$ cat config.mk
export PLATFORM = sky130hd
export DESIGN_NAME = shift_add_mult
export DESIGN_NICKNAME = d
export VERILOG_FILES = /design/src/rtl/alu_pkg.sv /design/src/rtl/shift_add_mult_rca.sv /design/src/rtl/shift_add_mult.sv
export SDC_FILE = /design/constraint.sdc
export NUM_CORES = 1
export LEC_CHECK = 0
export ABC_AREA = 0
export BUFFER_PORTS_ARGS = -buffer_cell sky130_fd_sc_hd__buf_2
export CAP_MARGIN = 20
export CORE_ASPECT_RATIO = 0.7
export CORE_MARGIN = 2
export CORE_UTILIZATION = 45
export DETAILED_ROUTE_END_ITERATION = 8
export PLACE_DENSITY = 0.78
export SETUP_SLACK_MARGIN = 0.02
export SLEW_MARGIN = 40
export SYNTH_ARGS = -nofsm -noshare
export SYNTH_HDL_FRONTEND = slang
export SYNTH_SLANG_ARGS = --single-unit
$ cat constraint.sdc
create_clock -name clk -period 3.5 [get_ports clk]
set_input_delay 0.35 -clock clk [delete_from_list [all_inputs] [get_ports clk]]
set_output_delay 0.35 -clock clk [all_outputs]
set_load 0.01 [all_outputs]
$ cat src/rtl/alu_pkg.sv
// Shared types for the ALU datapath blocks.
// Latency: n/a (types and constants only).
// Backpressure: n/a.
package alu_pkg;

  // Sequencer states of the shift-and-add multiplier.
  typedef enum logic [1:0] {
    MUL_IDLE,
    MUL_RUN,
    MUL_DONE
  } mul_state_t;

endpackage

$ cat src/rtl/shift_add_mult_rca.sv
// Ripple-carry adder: SIZE-bit a + b with no carry-in, carry-out in result[SIZE].
// Latency: combinational.
// Backpressure: none.
module RCA #(
  parameter int SIZE = 8
) (
  input  logic [SIZE-1:0] a,
  input  logic [SIZE-1:0] b,
  output logic [SIZE:0]   result
);

  logic [SIZE:0] carry;

  assign carry[0] = 1'b0;

  // One full adder per bit; the carry ripples from bit 0 upward.
  for (genvar i = 0; i < SIZE; i++) begin : g_fa
    assign result[i]  = a[i] ^ b[i] ^ carry[i];
    assign carry[i+1] = (a[i] & b[i]) | (carry[i] & (a[i] ^ b[i]));
  end

  assign result[SIZE] = carry[SIZE];

endmodule

$ cat src/rtl/shift_add_mult.sv
// Sequential unsigned multiplier, one shift-and-add partial product per clock.
// Latency: start sampled at edge t0, product and done at edge t0+WIDTH.
// Backpressure: start is taken only while busy is low; starts during RUN are dropped.
module shift_add_mult #(
  parameter int WIDTH = 8
) (
  input  logic                 clk,
  input  logic                 rst_n,
  input  logic                 start,
  input  logic [WIDTH-1:0]     a,
  input  logic [WIDTH-1:0]     b,
  output logic                 busy,
  output logic                 done,
  output logic [2*WIDTH-1:0]   product
);

  import alu_pkg::*;

  localparam int             CW   = $clog2(WIDTH + 1);
  localparam logic [CW-1:0]  LAST = CW'(WIDTH - 1);

  mul_state_t            state;
  mul_state_t            state_nxt;
  logic [WIDTH-1:0]      mcand;
  logic [2*WIDTH:0]      acc;
  logic [CW-1:0]         count;

  logic [WIDTH-1:0]      addend;
  logic [WIDTH:0]        sum;
  logic [2*WIDTH:0]      acc_nxt;
  logic                  last_step;

  // The adder only ever sees the upper half of the accumulator and the
  // multiplicand gated by the current multiplier bit.
  RCA #(.SIZE(WIDTH)) u_rca (
    .a      (acc[2*WIDTH-1:WIDTH]),
    .b      (addend),
    .result (sum)
  );

  // Next state plus the shifted accumulator for this RUN cycle.
  always_comb begin
    state_nxt = state;
    addend    = acc[0] ? mcand : '0;
    last_step = (count == LAST);
    // Right shift by one keeping the adder carry. acc[2*WIDTH] is always zero
    // between steps, so carrying it along as the new MSB is a plain zero fill;
    // the concatenation-then-shift form also works for WIDTH == 1 where the
    // retained low slice is empty.
    acc_nxt   = (2*WIDTH+1)'({acc[2*WIDTH], sum, acc[WIDTH-1:0]} >> 1);
    unique case (state)
      MUL_IDLE: if (start) state_nxt = MUL_RUN;
      MUL_RUN:  if (last_step) state_nxt = MUL_DONE;
      MUL_DONE: state_nxt = start ? MUL_RUN : MUL_IDLE;
      default:  state_nxt = MUL_IDLE;
    endcase
  end

  // State register, operand capture, shift/accumulate and product register.
  always_ff @(posedge clk or negedge rst_n) begin
    if (!rst_n) begin
      state   <= MUL_IDLE;
      mcand   <= '0;
      acc     <= '0;
      count   <= '0;
      product <= '0;
    end else begin
      state <= state_nxt;
      unique case (state)
        MUL_IDLE, MUL_DONE: begin
          if (start) begin
            mcand <= a;
            acc   <= {{(WIDTH+1){1'b0}}, b};
            count <= '0;
          end
        end
        MUL_RUN: begin
          acc   <= acc_nxt;
          count <= count + 1'b1;
          if (last_step) product <= acc_nxt[2*WIDTH-1:0];
        end
        default: ;
      endcase
    end
  end

  // Both flags are straight decodes of the state register.
  assign busy = (state == MUL_RUN);
  assign done = (state == MUL_DONE);

endmodule
==> results_dict.tcl, run 1 <==
set metrics [dict create \
    yosysWarnings 0 \
    criticalPathCategory "reg2reg" \
    crit_path_cell_trace "and2_1, ha_1, inv_1, fa_2, fa_2, fa_2, fa_2, fa_2, fa_2, fa_1, mux2i_1" \
    hold_ws_ns 0.0312 \
    critical_path_arrival_ns 3.61 \
    final_cell_area_um2 2400 \
    synth_area_leaders "dfrtp_1 56%, nand2_1 7.8%, fa_1 6.8%, mux2i_1 4.9%, mux2_2 4.4%" \
    ff2ff_path_depth 11 \
    post_cts_resized 0 \
    rows 20 \
    post_drt_wl_per_cell_um 13.6 \
    pwr-share-comb 0.416 \
    tightest_slew_ns 0.750 \
    synth_top_area_frac 0.558 \
    drtIter0Drc 54 \
    worstSetupEndpoint "product[14]$_DFFE_PN0P_" \
    multi_input_area_um2 811 \
    vias_per_cell 5.10 \
    worstPathMaxFanout 2 \
    dpl.hpwl_um 2610 \
    reg2reg_slack_ns 0.07 \
    n_antenna_cell 0 \
    setup_viol 0 \
    grt_pass1_wl_um 6310 \
    post-route-min-period_ns 3.43 \
    synth_top_area_cell "dfrtp_1" \
    grt_max_degree 47 \
    initial_core_util 0.471 \
    core_um2 4380 \
    hold_violations 0 \
    synth.most_common_cell "dfrtp_1" \
    relSlewSlack 0.500 \
    cap_violations 0 \
    critPathLaunchType "flip-flop" \
    post-place-ws_ns 0.0604 \
    areaGrowthSynthToFinish_pct 16.3 \
    synth_cell_types 24 \
    skew_ns 0.00892 \
    fp.dieH_um 60.7 \
    async_flop_share 1.00 \
    status "finished clean" \
    globalplace.congestion 0.755 \
    dieArea_um2 5150 \
    syn_area_per_cell_um2 11.5 \
    syn_area_um2 2060 \
    dr_total_vias 1387 \
    p_sw_mw 0.820 \
    finalNonFillerCells 272 \
    die_x_um 84.9 \
    synth_common_cells "46 x dfrtp_1, 43 x nand2_1, 17 x inv_1, 10 x mux2i_1, 9 x nand3_1" \
    end_kind "flip-flop" \
    synth_seq_cells 46 \
    grt_overflow 0 \
    clkPwrFrac 0.157 \
    io_buffers 36 \
    critPathMaxStageDelay_ns 0.51 \
    p_leak_nw 1.14 \
    dr.pass1.iters 5 \
    grt.total_usage 0.162 \
    drc 0 \
    fin_ws_ns 0.0727 \
    cp.depth 11 \
    cts_buffers 5 \
    synthCells 179 \
    p_seq_frac 0.427 \
    critPathRequiredTime_ns 3.68 \
    crit_top_cell "fa_2" \
    rsz0062_at_grt "yes" \
    final_max_slew_viol_count 0 \
    cp-startpoint "acc[0]$_DFFE_PN0P_" \
    cts_sinks 46 \
    max_freq_ghz 0.292 \
    grt_pass1_vias 1331 \
    p_sw_frac 0.378 \
    drtAntennaViolNets 0 \
    antenna_found_initial 0 \
    seq_area_um2 1150 \
    ys_seq_area_frac 0.558 \
    placedCellCount 264 \
    tns_ns 0 \
    path_buf_inv 1 \
    dpl_cell_area_um2 2300 \
    fillers 371 \
    peakVddDrop_mv 0.476 \
    root_buffer "clkbuf_8" \
    hold_path_class "in2async" \
    synthFlopType "dfrtp_1" \
    r2r_start "acc[0]$_DFFE_PN0P_" \
    clockBufferDepth 2 \
    nets 244 \
    ios 37 \
    slowest_stage "fa_1" \
    clk_latency_ns 0.30 \
    ctsHoldBuffers 0 \
    syn_nets 207 \
    clkTransAtPathRegs_ns 0.08 \
    r2r-end "product[14]$_DFFE_PN0P_" \
    min_period_over_period 0.979 \
    powerDensity_nw_per_um2 903 \
    cp_top_family "adder cells" \
    drive_above_1_share 0.295 \
    htreeDepth 2 \
    post_cts_buffers 0 \
    synth_edf_count 0 \
    p_int_mw 1.35 \
    wl_um 3710 \
    cts_tree "built" \
]
layer usage:
metal	track usage	vias up	wire (µm)
met1	0.229	678	1850
met5	0	-	0
met2	0.247	40	1650
met4	0.0680	0	25
met3	0.0381	3	186
li1	-	666	-
power by group through the flow:
stage          sequential, mW  combinational (mW)  clock (mW)
6_report                0.926               0.902       0.340
5_1_grt                 0.957                1.02       0.374
4_1_cts                 0.926               0.914       0.351
3_5_place_dp            0.932               0.919           0
3_3_place_gp            0.929               0.883           0
2_1_floorplan           0.951               0.627           0
registers in the layout, summed over array words and instances, names as in the netlist:
name	flops
acc	16
product	16
mcand	8
count	4
state	2
cell usage in the layout, fill, tap and decap left out, types with 2 or more instances in the layout:
master	count
dfrtp_1	46
nand2_1	43
buf_2	35
inv_1	17
mux2i_1	10
nand3_1	9
o2bb2ai_1	8
a22oi_1	8
mux2_2	8
fa_2	6
clkbuf_8	6
buf_4	3
and2b_1	2
o21ai_0	2
ha_1	2
metrics by stage:
step / utilization / total power, mW
final: 0.548 / 2.17
after global placement: 0.521 / 1.81
after detailed placement: 0.526 / 1.85
after floorplan: - / 1.58
after CTS: 0.548 / 2.19
after global routing: 0.548 / 2.35
area by class of cell:
| class | instances | area share |
|---|---|---|
| clock buffer | 7 | 0.0360 |
| clock inverter | 1 | 0.00365 |
| inverter | 17 | 0.0266 |
| multi-input combinational | 107 | 0.338 |
| sequential | 46 | 0.480 |
| tap | 55 | 0.0287 |
| timing repair buffer | 39 | 0.0871 |
how the worst min path moves through the flow:
| stage | start | to | slack, ns | cells after the start |
|---|---|---|---|---|
| after global routing | rst_n | product[15]$_DFFE_PN0P_ | 0.07 | 1 |
| final | rst_n | product[13]$_DFFE_PN0P_ | 0.03 | 1 |
| after global placement | mcand[0]$_DFFE_PN0P_ | mcand[0]$_DFFE_PN0P_ | 0.45 | 2 |
| after CTS | rst_n | product[5]$_DFFE_PN0P_ | 0.05 | 1 |
| after detailed placement | rst_n | product[15]$_DFFE_PN0P_ | 0.38 | 1 |
| after floorplan | rst_n | acc[0]$_DFFE_PN0P_ | 0.05 | 0 |
kinds of logic (layout without fill, tap and decap cells):
kind of cell | after synthesis | after routing | synth area share
buf+inv | 26 | 64 | 0.0564
flops | 46 | 46 | 0.558
simple gates | 60 | 60 | 0.134
compound gates | 19 | 19 | 0.0722
mux | 19 | 19 | 0.0995
fa+ha+maj | 9 | 9 | 0.0800
(Power assumes the default switching activity.)
==> run 2, diff against run 1 <==
--- a/config.mk
+++ b/config.mk
@@ -12,7 +12,7 @@
 export CORE_MARGIN = 2
 export CORE_UTILIZATION = 45
 export DETAILED_ROUTE_END_ITERATION = 8
-export PLACE_DENSITY = 0.78
+export PLACE_DENSITY = 0.76
 export SETUP_SLACK_MARGIN = 0.02
 export SLEW_MARGIN = 40
 export SYNTH_ARGS = -nofsm -noshare
==> constraint.sdc (replaced) <==
create_clock -name clk -period 4.1 [get_ports clk]
set_input_delay 0.41 -clock clk [delete_from_list [all_inputs] [get_ports clk]]
set_output_delay 0.41 -clock clk [all_outputs]
set_load 0.01 [all_outputs]
==> results_dict.tcl, run 2 (synthesized netlist as in run 1, its figures left out) <==
set metrics [dict create \
    drc 0 \
    setup_viol 0 \
    critPathLaunchType "flip-flop" \
    design_power_total_mw 1.90 \
    vias_per_cell 5.03 \
    ios 37 \
    clkTransAtPathRegs_ns 0.08 \
    clockBufferDepth 2 \
    p_leak_nw 1.15 \
    ctsHoldBuffers 0 \
    slowest_stage "fa_1" \
    rows 20 \
    crit_top_cell "fa_1" \
    htreeDepth 2 \
    final_cell_area_um2 2400 \
    io_buffers 36 \
    cts_sinks 46 \
    fin_ws_ns 0.377 \
    grt_pass1_wl_um 6600 \
    crit_path_cell_trace "and2_1, ha_1, inv_1, fa_1, fa_1, fa_1, fa_1, fa_1, fa_1, fa_1, mux2i_1" \
    critical_path_arrival_ns 3.89 \
    status "finished clean" \
    cts_tree "built" \
    dr_total_vias 1362 \
    rsz0062_at_grt "no" \
    grt_max_degree 47 \
    initial_core_util 0.471 \
    hold_path_class "in2async" \
    post_cts_buffers 0 \
    areaGrowthSynthToFinish_pct 16.6 \
    reg_top3 "acc (16), product (16), mcand (8)" \
    layout_common_cells "46 x dfrtp_1, 43 x nand2_1, 35 x buf_2" \
    end_kind "flip-flop" \
    drive_above_1_share 0.269 \
    dr.pass1.iters 4 \
    max_freq_ghz 0.269 \
    post-place-ws_ns 0.346 \
    drtIter0Drc 41 \
    final_max_slew_viol_count 0 \
    globalplace.congestion 0.765 \
    post_drt_wl_per_cell_um 14.3 \
    post_cts_resized 0 \
    grt_pass1_vias 1377 \
    drtAntennaViolNets 0 \
    worstPathMaxFanout 2 \
    wl_um 3860 \
    critPathMaxStageDelay_ns 0.52 \
    critPathRequiredTime_ns 4.27 \
    n_antenna_cell 0 \
    clk_latency_ns 0.30 \
    tns_ns 0 \
    cap_violations 0 \
    grt_overflow 0 \
    hold_violations 0 \
    cts_buffers 5 \
    powerDensity_nw_per_um2 790 \
    grt.total_usage 0.173 \
    die_x_um 84.9 \
    min_period_over_period 0.908 \
    dieArea_um2 5150 \
    fp.dieH_um 60.7 \
    skew_ns 0.00859 \
    dpl.hpwl_um 2690 \
    root_buffer "clkbuf_8" \
    criticalPathCategory "reg2reg" \
    nets 244 \
    antenna_found_initial 0 \
    peakVddDrop_mv 0.359 \
    post-route-min-period_ns 3.72 \
    relSlewSlack 0.494 \
    tightest_slew_ns 0.759 \
    dpl_cell_area_um2 2290 \
    core_um2 4380 \
    final_common_cell "dfrtp_1" \
]
## run 2: changes by cell type in the layout (fill, tap and decap cells not counted), sizes merged
| cell | delta |
|---|---|
| bufinv | +1 |
| clkbuf | -1 |
| inv | -1 |
## run 2: where the power goes
| group | leakage, nW | switching, mW | internal, mW |
|---|---|---|---|
| clock network | 0.0573 | 0.148 | 0.195 |
| registers | 0.565 | 0.127 | 0.667 |
| logic | 0.524 | 0.426 | 0.336 |
## run 2: final cells by class
class                      count  area [µm²]
fill                         386        1970
clock inverter                 1        30.0
inverter                      17        63.8
tap                           55        68.8
sequential                    46        1150
clock buffer                   6        82.6
multi-input combinational    107         796
timing repair buffer          39         213
## run 2: metrics by stage
stage | instances | hold WS (ns) | util
final | 271 | 0.100 | 0.549
after global routing | 271 | 0.146 | 0.549
after CTS | 271 | 0.123 | 0.549
after detailed placement | 264 | 0.449 | 0.523
after global placement | 262 | 0.451 | 0.518
after floorplan | 179 | 0.114 | -
## run 2: worst max-delay path, delay by kind of cell (launching register included)
kind,cells,cell delay (ns)
fa+ha+maj,8,3.01
flops,1,0.35
simple gates,1,0.13
mux,1,0.08
buf+inv,1,0.05
## run 2: per-layer routing
metal	GRT usage	part of all wire	up-vias
li1	-	-	659
met1	0.246	0.50	664
met2	0.262	0.43	31
met3	0.0463	0.044	8
met4	0.0612	0.017	0
met5	0	0	-
## run 2: worst paths after layout
check,start,to,slack [ns],cells past startpoint
max,acc[0]$_DFFE_PN0P_,product[14]$_DFFE_PN0P_,0.38,11
max in group asynchronous,rst_n,state[0]$_DFFE_PN0P_,3.61,1
min reg2reg,mcand[0]$_DFFE_PN0P_,mcand[0]$_DFFE_PN0P_,0.47,2
max reg2reg,acc[0]$_DFFE_PN0P_,product[14]$_DFFE_PN0P_,0.38,11
min in group clk,a[2],mcand[2]$_DFFE_PN0P_,0.30,3
min,rst_n,acc[15]$_DFFE_PN0P_,0.10,1
==> run 3, diff against run 2 <==
--- a/config.mk
+++ b/config.mk
@@ -13,6 +13,7 @@
 export CORE_UTILIZATION = 45
 export DETAILED_ROUTE_END_ITERATION = 8
 export PLACE_DENSITY = 0.76
+export RECOVER_POWER = 25
 export SETUP_SLACK_MARGIN = 0.02
 export SLEW_MARGIN = 40
 export SYNTH_ARGS = -nofsm -noshare
==> results_dict.tcl, run 3 (synthesized netlist as in run 1, its figures left out) <==
set metrics [dict create \
    skew_ns 0.00965 \
    fin_ws_ns 0.378 \
    n_antenna_cell 0 \
    globalplace.congestion 0.765 \
    critPathRequiredTime_ns 4.27 \
    clockBufferDepth 2 \
    dr_total_vias 1369 \
    drc 0 \
    ios 37 \
    ctsHoldBuffers 0 \
    worstPathMaxFanout 2 \
    post_drt_wl_per_cell_um 14.3 \
    post-place-ws_ns 0.346 \
    final_max_slew_viol_count 47 \
    rows 20 \
    p_leak_nw 1.14 \
    end_kind "flip-flop" \
    grt_overflow 0 \
    drtIter0Drc 37 \
    criticalPathCategory "reg2reg" \
    wl_um 3890 \
    post-route-min-period_ns 3.72 \
    clkTransAtPathRegs_ns 0.09 \
    clkPwrFrac 0.181 \
    max_freq_ghz 0.269 \
    grt_pass1_vias 1377 \
    dieArea_um2 5150 \
    core_um2 4380 \
    clk_latency_ns 0.30 \
    cts_tree "built" \
    initial_core_util 0.471 \
    grt_pass1_wl_um 6600 \
    die_x_um 84.9 \
    critPathLaunchType "flip-flop" \
    htreeDepth 2 \
    vias_per_cell 5.05 \
    post_cts_buffers 0 \
    p_sw_mw 0.702 \
    p_int_mw 1.20 \
    status "finished with violations" \
    layout_common_cells "46 x dfrtp_1, 43 x nand2_1, 35 x buf_2" \
    critical_path_arrival_ns 3.89 \
    dr.pass1.iters 4 \
    rsz0062_at_grt "no" \
    hold_violations 0 \
    drtAntennaViolNets 0 \
    pwr-share-comb 0.402 \
    powerDensity_nw_per_um2 792 \
    peakVddDrop_mv 0.359 \
    relSlewSlack -0.595 \
    antenna_found_initial 0 \
    io_buffers 36 \
    violations "max-capacitance violations, max-slew violations" \
    root_buffer "clkbuf_8" \
    reg_top3 "acc (16), product (16), mcand (8)" \
    post_cts_resized 0 \
    grt_max_degree 47 \
    tightest_slew_ns 2.39 \
    drive_above_1_share 0.264 \
    areaGrowthSynthToFinish_pct 16.4 \
    cap_violations 1 \
    final_common_cell "dfrtp_1" \
    fp.dieH_um 60.7 \
    grt.total_usage 0.173 \
    hold_path_class "in2reg" \
    dpl.hpwl_um 2690 \
    cts_sinks 46 \
    min_period_over_period 0.908 \
    tns_ns 0 \
    p_seq_frac 0.418 \
    nets 244 \
    p_sw_frac 0.370 \
    cts_buffers 5 \
    setup_viol 0 \
]
==> run 3: cell count changes in the layout (fill, tap and decap cells not counted) <==
| cell | change |
|---|---|
| buf_4 | -1 |
| clkbuf_1 | +1 |
==> run 3: worst max-delay path, cell delays in order (launching register included) <==
cell,delay (ns)
dfrtp_1,0.35
and2_1,0.13
ha_1,0.13
inv_1,0.05
fa_1,0.38
fa_1,0.39
fa_1,0.38
fa_1,0.39
fa_1,0.40
fa_1,0.42
fa_1,0.52
mux2i_1,0.08
==> run 3: layout make-up <==
type	instances	area (µm²)
well taps	55	68.8
inverters	17	63.8
fillers	387	1980
flip-flops and latches	46	1150
clock buffers	6	82.6
repair buffers	39	209
multi-input cells	107	796
clock inverters	1	30.0
==> run 3: worst paths after layout <==
| check | startpoint | endpoint | slack, ns | depth (start not counted) |
|---|---|---|---|---|
| max in group asynchronous | rst_n | state[0]$_DFFE_PN0P_ | 1.90 | 1 |
| min | a[2] | mcand[2]$_DFFE_PN0P_ | 0.29 | 3 |
| max reg2reg | acc[0]$_DFFE_PN0P_ | product[14]$_DFFE_PN0P_ | 0.38 | 11 |
| min in group asynchronous | rst_n | product[13]$_DFFE_PN0P_ | 0.83 | 1 |
| max | acc[0]$_DFFE_PN0P_ | product[14]$_DFFE_PN0P_ | 0.38 | 11 |
| min reg2reg | mcand[0]$_DFFE_PN0P_ | mcand[0]$_DFFE_PN0P_ | 0.47 | 2 |
==> run 3: layer usage <==
layer,wire length [µm],GRT usage,vias to the layer above
met1,1940,0.246,671
met4,65,0.0612,0
li1,-,-,658
met5,0,0,-
met3,165,0.0463,8
met2,1710,0.262,32
==> run 3: power by group through the flow <==
| stage | Sequential, mW | Combinational (mW) | Clock (mW) |
|---|---|---|---|
| 2_1_floorplan | 0.811 | 0.515 | 0 |
| 3_3_place_gp | 0.795 | 0.740 | 0 |
| 3_5_place_dp | 0.799 | 0.778 | 0 |
| 4_1_cts | 0.794 | 0.777 | 0.344 |
| 5_1_grt | 0.822 | 0.869 | 0.364 |
| 6_report | 0.794 | 0.764 | 0.343 |
==> run 3: through the flow <==
| stage | total power [mW] | cell area, µm² | util | hold WS [ns] | std cells |
|---|---|---|---|---|---|
| detailed placement | 1.58 | 2290 | 0.523 | 0.449 | 264 |
| global placement | 1.54 | 2270 | 0.518 | 0.451 | 262 |
| finish | 1.90 | 2400 | 0.548 | 0.294 | 271 |
| global route | 2.06 | 2400 | 0.548 | 0.305 | 271 |
| CTS | 1.92 | 2400 | 0.549 | 0.123 | 271 |
| floorplan | 1.33 | 2060 | - | 0.114 | 179 |
